**src/rtl/wake_scheduler.sv**
```systemverilog
// Pending-table wake scheduler: tracks issued destinations and broadcasts them on four registered wake channels.
// Optional WAKE_BYPASS_EN: zero-latency issues broadcast directly on channels left free by the table.
module wake_scheduler #(
  parameter int DEPTH = 8,
  parameter int LAT_W = 4
) (
  input  logic             clk,
  input  logic             rst,
  input  logic             flush,
  input  logic             Iss0_valid,
  input  logic [5:0]       Iss0_Phydst,
  input  logic [LAT_W-1:0] Iss0_Lat,
  input  logic             Iss1_valid,
  input  logic [5:0]       Iss1_Phydst,
  input  logic [LAT_W-1:0] Iss1_Lat,
  output logic             Full,
  output logic [4:0]       Pending_cnt,
  output logic             Err,
  output logic             Wake0,
  output logic [5:0]       Wake0_Phydst,
  output logic             Wake1,
  output logic [5:0]       Wake1_Phydst,
  output logic             Wake2,
  output logic [5:0]       Wake2_Phydst,
  output logic             Wake3,
  output logic [5:0]       Wake3_Phydst
);

  logic [DEPTH-1:0] valid_q;
  logic [5:0]       tag_q [DEPTH];
  logic [LAT_W-1:0] cnt_q [DEPTH];
  logic             err_q;

  logic [3:0]       wake_q;
  logic [5:0]       wtag_q [4];
  logic [3:0]       wake_d;
  logic [5:0]       wtag_d [4];

  logic [DEPTH-1:0] sel_mask;
  logic [DEPTH-1:0] free0_oh, free1_oh;
  logic [DEPTH-1:0] alloc0_oh, alloc1_oh;
  logic             f0, f1;
  logic             byp0, byp1;
  logic             need0, need1;
  logic             drop;
  logic [2:0]       nsel;
  logic [4:0]       pop;

  // Channel assignment: eligible table entries in index order, then bypassed issues.
  always_comb begin
    sel_mask = '0;
    wake_d   = '0;
    nsel     = '0;
    byp0     = 1'b0;
    byp1     = 1'b0;
    for (int unsigned k = 0; k < 4; k++) wtag_d[k] = '0;
    for (int unsigned i = 0; i < DEPTH; i++) begin
      if (valid_q[i] && (cnt_q[i] == '0) && (nsel < 3'd4)) begin
        sel_mask[i]         = 1'b1;
        wake_d[nsel[1:0]]   = 1'b1;
        wtag_d[nsel[1:0]]   = tag_q[i];
        nsel                = nsel + 3'd1;
      end
    end
`ifdef WAKE_BYPASS_EN
    if (Iss0_valid && (Iss0_Phydst != '0) && (Iss0_Lat == '0) && (nsel < 3'd4)) begin
      byp0              = 1'b1;
      wake_d[nsel[1:0]] = 1'b1;
      wtag_d[nsel[1:0]] = Iss0_Phydst;
      nsel              = nsel + 3'd1;
    end
    if (Iss1_valid && (Iss1_Phydst != '0) && (Iss1_Lat == '0) && (nsel < 3'd4)) begin
      byp1              = 1'b1;
      wake_d[nsel[1:0]] = 1'b1;
      wtag_d[nsel[1:0]] = Iss1_Phydst;
      nsel              = nsel + 3'd1;
    end
`endif
  end

  // Free slots come from pre-edge valid bits only, so a slot freed by selection is not reused this edge.
  always_comb begin
    f0       = 1'b0;
    f1       = 1'b0;
    free0_oh = '0;
    free1_oh = '0;
    for (int unsigned i = 0; i < DEPTH; i++) begin
      if (!valid_q[i]) begin
        if (!f0) begin
          f0          = 1'b1;
          free0_oh[i] = 1'b1;
        end else if (!f1) begin
          f1          = 1'b1;
          free1_oh[i] = 1'b1;
        end
      end
    end
  end

  always_comb begin
    need0     = Iss0_valid && (Iss0_Phydst != '0) && !byp0;
    need1     = Iss1_valid && (Iss1_Phydst != '0) && !byp1;
    alloc0_oh = need0 ? free0_oh : '0;
    alloc1_oh = need1 ? (need0 ? free1_oh : free0_oh) : '0;
    drop      = (need0 && !f0) || (need1 && !(need0 ? f1 : f0));
  end

  always_comb begin
    pop = '0;
    for (int unsigned i = 0; i < DEPTH; i++) pop = pop + 5'(valid_q[i]);
  end

  always_ff @(posedge clk or negedge rst) begin
    if (!rst) begin
      valid_q <= '0;
      err_q   <= 1'b0;
      for (int unsigned i = 0; i < DEPTH; i++) begin
        tag_q[i] <= '0;
        cnt_q[i] <= '0;
      end
    end else begin
      if (!flush && drop) err_q <= 1'b1;
      for (int unsigned i = 0; i < DEPTH; i++) begin
        if (flush) begin
          valid_q[i] <= 1'b0;
        end else if (alloc0_oh[i]) begin
          valid_q[i] <= 1'b1;
          tag_q[i]   <= Iss0_Phydst;
          cnt_q[i]   <= Iss0_Lat;
        end else if (alloc1_oh[i]) begin
          valid_q[i] <= 1'b1;
          tag_q[i]   <= Iss1_Phydst;
          cnt_q[i]   <= Iss1_Lat;
        end else if (sel_mask[i]) begin
          valid_q[i] <= 1'b0;
        end else if (valid_q[i] && (cnt_q[i] != '0)) begin
          cnt_q[i] <= cnt_q[i] - LAT_W'(1);
        end
      end
    end
  end

  always_ff @(posedge clk or negedge rst) begin
    if (!rst) begin
      wake_q <= '0;
      for (int unsigned k = 0; k < 4; k++) wtag_q[k] <= '0;
    end else if (flush) begin
      wake_q <= '0;
      for (int unsigned k = 0; k < 4; k++) wtag_q[k] <= '0;
    end else begin
      wake_q <= wake_d;
      for (int unsigned k = 0; k < 4; k++) wtag_q[k] <= wtag_d[k];
    end
  end

  assign Full         = (int'(pop) > DEPTH - 2);
  assign Pending_cnt  = pop;
  assign Err          = err_q;
  assign Wake0        = wake_q[0];
  assign Wake1        = wake_q[1];
  assign Wake2        = wake_q[2];
  assign Wake3        = wake_q[3];
  assign Wake0_Phydst = wtag_q[0];
  assign Wake1_Phydst = wtag_q[1];
  assign Wake2_Phydst = wtag_q[2];
  assign Wake3_Phydst = wtag_q[3];

endmodule

```
**config.mk**
```make
export PLATFORM = sky130hd
export DESIGN_NAME = wake_scheduler
export DESIGN_NICKNAME = d
export VERILOG_FILES = /design/src/rtl/wake_scheduler.sv
export SDC_FILE = /design/constraint.sdc
export NUM_CORES = 1
export LEC_CHECK = 0
export BUFFER_PORTS_ARGS = -buffer_cell sky130_fd_sc_hd__buf_2
export CAP_MARGIN = 20
export CORE_AREA = 2 2 146 183
export CTS_CLUSTER_DIAMETER = 60
export DETAILED_ROUTE_END_ITERATION = 8
export DIE_AREA = 0 0 148 185
export PLACE_DENSITY = 0.47
export SKIP_CTS_REPAIR_TIMING = 1
export SLEW_MARGIN = 10
export SYNTH_ARGS = -nofsm -noshare
export SYNTH_HDL_FRONTEND = slang
export SYNTH_SLANG_ARGS = --single-unit
```
**constraint.sdc**
```tcl
create_clock -name clk -period 16.29 [get_ports clk]
set_clock_uncertainty 0.2 [all_clocks]
set_input_delay 1.629 -clock clk [delete_from_list [all_inputs] [get_ports clk]]
set_output_delay 1.629 -clock clk [all_outputs]
set_load 0.01 [all_outputs]
```
==> flow_summary.ini, run 1 <==
[run_status]
status = finished, final reports clean

[power_and_ir_drop]
p_sw_mw = 0.420
p_comb_frac = 0.280
p_clk_frac = 0.342
p_int_mw = 0.721
power_mw = 1.14
pwr-share-seq = 0.378
p_sw_frac = 0.368
vdd_ir_drop_max_mv = 0.0700
power.density_nw_per_um2 = 114
leakage_nw = 4.46

[detailed_routing]
vias_per_cell = 5.67
wl_per_cell_um = 22.2
ant_nets = 0
post-route-drc-count = 0
wirelength_um = 31000
drt-initial-drc-count = 689
vias = 7907
dr.pass1.iters = 7

[hold_path]
hold_class = reg2reg
hold_path_depth = 1

[synthesis]
synth_top_family_by_area = compound AO/OA/AOI/OAI gates
yosysSeqAreaShare = 0.330
synthArstFlopShare = 1.00
ys_ff_latch = 117
ys_types = 85
syn_inst = 1028
synth_xor_area_frac = 0.0240
syn_nets = 1093
avgSynthCellArea_um2 = 8.63
syn_area_um2 = 8870
yosysTopAreaCell = dfrtp_1
synthTopCellsByArea = dfrtp_1, mux2i_1, nand2_1, ha_1, nor2_1
synth.top_cell.area_share = 0.330
synth_simple_gate_area_frac = 0.175
synth.most_common_cell = nand2_1
synthAdderAreaFrac = 0.0609
synthMuxAreaShare = 0.112
synth_commonest_cells = nand2_1, dfrtp_1, nor2_1
synth_edf_count = 0
yosys_warnings = 0
ys.flop_type = dfrtp_1
synth-compound-area-share = 0.240

[clock_network]
htree_levels = 4
numCtsBuffers = 17
path_clk_slew_ns = 0.06
clk_latency_ns = 0.44
cts_buffer_depth = 2
cts_sinks = 117
cts_tree = done
ctsRootBufferMaster = clkbuf_16

[final_layout]
syn_to_final_growth_pct = 12.4
design_area_um2 = 9970
drive_above_1_share = 0.136
diodes = 0
nets = 1107

[global_route]
grtUsageMet1 = 0.285
grt_pass1_wl_um = 47700
antenna_found_initial = 0
met2_usage = 0.411
grt_max_degree = 73
globalRouteTotalUtil = 0.231
busiest_layer = met2
grt_util_met3 = 0.0360
grt-ovfl-total = 0
grt_pass1_vias = 7612

[place]
port_buffers = 58
dpl.hpwl_um = 23100
post_dp_cell_area_um2 = 9380
place_congestion = 0.854

[timing]
period_needed_ns = 7.08
finalCritPeriodShare = 0.435
drv_slew = 0
max_freq_mhz = 141
tns_ns = 0
grt_setup_unrepaired = false
finalHoldViolCount = 0
tightestPinTransition_ns = 1.07
slew_headroom = 0.281
setup_viol = 0

[critical_path]
crit_path_end_kind = register
reg2regPathDepth = 22
critPathMaxFanout = 15
critPathMaxStageDelay_ns = 0.64
crit_buf_inv = 5
critPathLaunchType = register
cpMostUsedCell = ha_1
cp_num_cells = 22
worstPathCellList = inv_1 > ha_1 > and4bb_2 > inv_2 > ha_1 > inv_2 > nor4_4 > inv_2 > ha_1 > a21boi_2 > nand2_4 > a31oi_1 > inv_1 > ha_1 > mux2i_1 > nand2_1 > ha_1 > nand4_1 > and4b_1 > and4_4 > a22o_1 > mux2i_1
crit_type = reg2reg
cp_data_arrival_time_ns = 7.23
crit_family = simple AND/OR/NAND/NOR gates
cp_slowest_cell = nor4_4
cp.required_ns = 16.43

[flow_run]
maxCapViolCount = 0

[floorplanning]
die-area_um2 = 27400
dieWidth_um = 148
core_area_um2 = 25800
num_rows = 66
die_y_um = 185
ios = 60
initial_core_util = 0.344
==> kinds of logic (layout without fill, tap and decap cells) <==
kind of cell / count (synthesis) / after routing
flip-flops: 117 / 117
buffers and inverters: 125 / 152
AND/OR/NAND/NOR: 327 / 327
other: 1 / 1
adder cells (fa/ha/maj): 41 / 41
XOR/XNOR: 20 / 20
AO/OA/AOI/OAI: 301 / 301
multiplexers: 96 / 96
==> cells in the final DEF, fill, tap and decap left out, drive strengths merged, types with 9 or more instances in the layout <==
cell type  instances
a211o             29
a21oi             60
a311o             19
a31oi             20
buf               71
clkbuf            17
dfrtp            117
ha                36
inv               55
mux2i             88
nand2            129
nand3             22
nor2              89
nor3              23
o211ai            28
o21ai             59
o22ai             12
or3               12
xnor2              9
xor2              11
==> power by group through the flow <==
stage	Sequential, mW	Clock [mW]	Combinational, mW
CTS	0.431	0.395	0.321
detailed placement	0.436	0	0.319
global placement	0.437	0	0.319
floorplan	0.402	0	0.248
global route	0.440	0.407	0.361
finish	0.432	0.390	0.319
==> per-stage QoR <==
stage	instances	utilization	setup slack, ns	hold WS, ns
finish	1395	0.387	9.21	0.267
global route	1395	0.387	8.60	0.283
CTS	1395	0.387	9.21	0.273
detailed placement	1363	0.364	9.27	0.256
global placement	1363	0.364	9.41	0.250
floorplan	1028	-	10.39	0.250
==> layout make-up <==
type,count,area [um^2]
fillers,2670,15800
multi-input cells,786,5450
flip-flops and latches,117,2930
clock buffers,17,425
well taps,340,425
repair buffers,71,390
inverters,49,189
clock inverters,15,168
==> path summary, 6_finish.rpt <==
check,start,to,slack [ns]
worst min-delay path,Err,Err,0.27
worst max-delay path,cnt_q[28],Wake0_Phydst[4],9.21
min in group asynchronous,rst,Wake0_Phydst[5],1.03
worst max register to register,cnt_q[28],Wake0_Phydst[4],9.21
worst min register to register,Err,Err,0.27
max in group asynchronous,rst,tag_q[28],13.49
==> flip-flops by register name (all words and copies together) (netlist names) <==
signal        count
Wake2_Phydst      6
Wake1_Phydst      6
wake_q            4
valid_q           8
cnt_q            32
Wake0_Phydst      6
Wake3_Phydst      6
Err               1
tag_q            48
==> per-layer routing <==
| layer | up-vias | wire length, um |
|---|---|---|
| met1 | 3817 | 13100 |
| met2 | 247 | 15500 |
| met5 | - | 0 |
| li1 | 3798 | - |
| met4 | 0 | 979 |
| met3 | 45 | 1400 |
Power figures use the tool's default switching activity.
==> run 2, diff against run 1 <==
- ABC_AREA: not set -> 1
- CORE_AREA: 2 2 146 183 -> 2 2 146 184
- DIE_AREA: 0 0 148 185 -> 0 0 148 186
- PLACE_DENSITY: 0.47 -> 0.48
- clock period: 16.29 -> 6.5 ns (I/O delays scaled with it)
==> flow_summary.ini, run 2 <==
[run_status]
status = finished, final reports clean

[synthesis]
ys_types = 45
yosysTopAreaCell = dfrtp_1
syn_nets = 1399
syn_inst = 1334
syn_area_um2 = 8930
avgSynthCellArea_um2 = 6.69
synthTopCellsByArea = dfrtp_1, nand2_1, nand3_1, inv_1, o21ai_0
synthArstFlopShare = 1.00
synth_edf_count = 0
ys.flop_type = dfrtp_1
ys_ff_latch = 117
yosys_warnings = 0
synth.most_common_cell = nand2_1
synth.top_cell.area_share = 0.328
synth_commonest_cells = nand2_1, inv_1, nor2_1
yosysSeqAreaShare = 0.328

[floorplanning]
ios = 60
die-area_um2 = 27500
initial_core_util = 0.347
dieWidth_um = 148
num_rows = 66
core_area_um2 = 25800
die_y_um = 186

[timing]
tightestPinTransition_ns = 0.916
max_freq_mhz = 199
finalHoldViolCount = 0
drv_slew = 0
finalCritPeriodShare = 0.771
grt_setup_unrepaired = false
slew_headroom = 0.389
tns_ns = 0
setup_viol = 0
period_needed_ns = 5.01

[clock_network]
clk_latency_ns = 0.44
htree_levels = 4
cts_buffer_depth = 2
cts_sinks = 117
path_clk_slew_ns = 0.06
cts_tree = done
numCtsBuffers = 17
ctsRootBufferMaster = clkbuf_16

[final_layout]
stdcell_count = 1735
syn_to_final_growth_pct = 13.6
post-route-util = 0.394
largestRegisters = tag_q (48), cnt_q (32), valid_q (8)
drive_above_1_share = 0.106
fill_cells = 2826
largest_reg_flops = 48
nets = 1444
final_common_cell = nand2_1
largest_register = tag_q
design_area_um2 = 10100
final_cell_mix = nand2_1, inv_1, nor2_1

[critical_path]
crit_path_end_kind = register
crit_type = reg2reg
cp-startpoint = cnt_q[28]
reg2reg_from = cnt_q[28]
critPathLaunchType = register
critPathMaxFanout = 16
cp.required_ns = 6.67
cp_data_arrival_time_ns = 5.18

[detailed_routing]
ant_nets = 0
wirelength_um = 32400
wl_per_cell_um = 18.7
dr.pass1.iters = 5
vias_per_cell = 5.11
drt-initial-drc-count = 601
vias = 8858
post-route-drc-count = 0

[global_route]
antenna_found_initial = 4
grt_pass1_vias = 8748
globalRouteTotalUtil = 0.247
grt_pass1_wl_um = 50900
grt-ovfl-total = 0
grt_max_degree = 63

[flow_run]
maxCapViolCount = 0

[place]
post_dp_cell_area_um2 = 9510
dpl.hpwl_um = 24900
port_buffers = 58
place_congestion = 0.890
dp.cells = 1699

[power_and_ir_drop]
vdd_ir_drop_max_mv = 0.213
leakage_nw = 5.18
power.density_nw_per_um2 = 295

[hold_path]
hold_class = in2async
-- run 2: cell count changes in the layout (fill, tap and decap cells not counted), sizes merged, moves of 11 or more --
| cell | change |
|---|---|
| mux2i | -88 |
| nor2 | +50 |
| nand4 | +11 |
| o21ai | +63 |
| o211ai | +18 |
| inv | +113 |
| nand2 | +307 |
| or3 | -12 |
| a211o | -29 |
| a311o | -19 |
| nand3 | +104 |
| nor3 | -12 |
| a21oi | -43 |
-- run 2: through the flow --
stage | worst slack, ns | power (mW) | hold WS (ns)
global route | 0.905 | 3.19 | 0.140
floorplan | 2.19 | 1.68 | 0.154
CTS | 1.50 | 3.01 | 0.100
global placement | 1.64 | 1.97 | 0.285
finish | 1.49 | 2.99 | 0.0663
detailed placement | 1.52 | 1.96 | 0.283
-- run 2: kinds of logic after synthesis --
logic type / share of synthesized area
adders and majority gates: 0.0594
and+or+nand+nor: 0.357
DFF: 0.328
buffers and inverters: 0.0914
xor gates and xnor gates: 0.0167
other: 0.000420
AOI/OAI and AO/OA: 0.147
-- run 2: worst paths after layout --
kind,to,slack [ns],cells after the start
max reg2reg,Wake3_Phydst[4],1.49,25
min reg2reg,tag_q[42],0.30,2
min,wake_q[0],0.07,1
min in group clk,tag_q[42],0.30,2
max in group asynchronous,cnt_q[29],4.65,2
max,Wake3_Phydst[4],1.49,25
-- run 2: report_power, final --
group,switching (mW),internal (mW)
Sequential,0.152,0.881
Clock,0.419,0.614
Combinational,0.600,0.324
Total,1.17,1.82
-- run 2: area by class of cell --
class,count,area (um^2),share of cell area
Clock inverter,15,196,0.0194
Inverter,167,629,0.0621
Tap cell,340,425,0.0419
Timing Repair Buffer,65,345,0.0340
Antenna cell,3,7.51,0.000740
Clock buffer,17,425,0.0419
Multi-Input combinational cell,1011,5180,0.511
Sequential cell,117,2930,0.289
-- run 2: layer usage --
metal	up-vias	share of wire	track usage
li1	4427	-	-
met1	4162	0.44	0.308
met2	222	0.49	0.432
met3	47	0.044	0.0426
met4	0	0.026	0.0846
met5	-	0	0
-- run 2: critical path, cell delays in order, from the launching register on --
cell	delay, ns
dfrtp_1	0.34
inv_1	0.08
ha_1	0.21
nand2_1	0.08
inv_2	0.07
nand2_2	0.23
ha_1	0.22
nand4_1	0.51
nand3_1	0.39
ha_1	0.28
nand2_1	0.17
nand3_4	0.14
inv_2	0.14
nand2_1	0.08
nand2_1	0.12
ha_1	0.25
nand2_1	0.09
nand2_1	0.10
ha_1	0.20
inv_1	0.07
nor2_2	0.06
nor2_4	0.34
nand3_2	0.28
nand2_1	0.15
nand2_1	0.05
nor2_1	0.10
==> run 3, diff against run 2 <==
- PLACE_DENSITY: 0.48 -> 0.47
- clock period: 6.5 -> 4.89 ns (I/O delays scaled with it)
==> flow_summary.ini, run 3 (synthesis results as in run 2) <==
[run_status]
status = finished, final reports clean

[timing]
period_needed_ns = 4.48
grt_setup_unrepaired = false
drv_slew = 0
setup_viol = 0
finalHoldViolCount = 0
slew_headroom = 0.517
max_freq_mhz = 223
tns_ns = 0
tightestPinTransition_ns = 0.720
finalCritPeriodShare = 0.916
setup_slack_ns = 0.409

[critical_path]
cp_num_cells = 27
reg2reg_from = cnt_q[24]
crit_buf_inv = 6
reg2regPathDepth = 27
crit_path_end_kind = register
cp.required_ns = 5.05
cp-startpoint = cnt_q[24]
critPathMaxFanout = 11
r2r_end = Wake2_Phydst[3]
cpMostUsedCell = nand2_1
r2r_slack_ns = 0.41
critPathMaxStageDelay_ns = 0.40
cp_slowest_cell = ha_2
cp_data_arrival_time_ns = 4.64
critPathLaunchType = register
timing.critical_path.to = Wake2_Phydst[3]
crit_family = simple AND/OR/NAND/NOR gates
crit_type = reg2reg

[detailed_routing]
post-route-drc-count = 0
vias_per_cell = 5.10
wirelength_um = 32400
wl_per_cell_um = 18.6
vias = 8889
dr.pass1.iters = 5
ant_nets = 0
drt-initial-drc-count = 592

[clock_network]
ctsRootBufferMaster = clkbuf_16
path_clk_slew_ns = 0.06
cts_tree = done
cts_buffer_depth = 2
numCtsBuffers = 17
cts_sinks = 117
htree_levels = 4
clk_latency_ns = 0.43

[global_route]
grt_pass1_vias = 8836
grt_max_degree = 48
globalRouteTotalUtil = 0.244
grt-ovfl-total = 0
antenna_found_initial = 3
grt_pass1_wl_um = 50200

[flow_run]
maxCapViolCount = 0

[floorplanning]
die-area_um2 = 27500
dieWidth_um = 148
die_y_um = 186
ios = 60
initial_core_util = 0.347
num_rows = 66
core_area_um2 = 25800

[power_and_ir_drop]
power.density_nw_per_um2 = 397
vdd_ir_drop_max_mv = 0.240
leakage_nw = 5.23

[final_layout]
largestRegisters = tag_q (48), cnt_q (32), valid_q (8)
final_common_cell = nand2_1
final_cell_mix = nand2_1, inv_1, nor2_1
largest_register = tag_q
nets = 1453
drive_above_1_share = 0.114
largest_reg_flops = 48
syn_to_final_growth_pct = 15.2

[place]
port_buffers = 58
place_congestion = 0.890
dpl_worst_slack_ns = 0.210
dpl.hpwl_um = 24900

[hold_path]
hold_class = in2reg
run 3: cell types whose count changed in the layout (fill, tap and decap cells not counted), moves of 2 or more:
cell | previous run | this run
ha_2 | 0 | 2
inv_6 | 4 | 1
clkinv_4 | 3 | 0
inv_8 | 2 | 0
diode_2 | 3 | 1
clkinv_2 | 0 | 2
buf_4 | 8 | 15
bufinv_16 | 3 | 6
ha_1 | 36 | 34
nand3_1 | 119 | 117
clkbuf_1 | 0 | 2
run 3: layout make-up:
| cell class | count | area (um^2) |
|---|---|---|
| diodes | 1 | 2.50 |
| clock buffers | 19 | 433 |
| clock inverters | 13 | 229 |
| fillers | 2826 | 15500 |
| inverters | 167 | 632 |
| multi-input cells | 1011 | 5220 |
| flip-flops and latches | 117 | 2930 |
| well taps | 340 | 425 |
| repair buffers | 74 | 419 |
run 3: per-stage QoR:
stage | util | cells | power, mW | hold WS, ns | instance area (um^2)
floorplan | - | 1334 | 2.23 | -0.00659 | 8930
global placement | 0.372 | 1708 | 2.62 | 0.274 | 9570
detailed placement | 0.372 | 1708 | 2.62 | 0.281 | 9570
CTS | 0.397 | 1740 | 4.09 | -0.138 | 10200
global route | 0.399 | 1741 | 4.35 | 0.182 | 10300
finish | 0.399 | 1742 | 4.08 | 0.166 | 10300
run 3: worst min-delay path: stages:
cell	delay (ns)
buf_2	0.13
nand2_1	0.06
a31oi_1	0.07
run 3: where the power goes:
group          total, mW  internal [mW]  switching (mW)
Sequential          1.36           1.17           0.192
Combinational       1.26          0.444           0.815
Clock               1.46          0.955           0.501
run 3: worst min path at each step:
stage                   startpoint         to  cells past startpoint
CTS                            rst  tag_q[21]                      1
finish              Iss0_Phydst[3]  tag_q[33]                      3
floorplan                      rst        Err                      0
global placement         tag_q[43]  tag_q[43]                      2
global route        Iss0_Phydst[3]  tag_q[33]                      3
detailed placement       tag_q[42]  tag_q[42]                      2
run 3: routing by layer:
layer	track usage	share of wire
met5	0	0.00074
met4	0.100	0.034
met3	0.0395	0.036
met2	0.415	0.48
met1	0.307	0.45
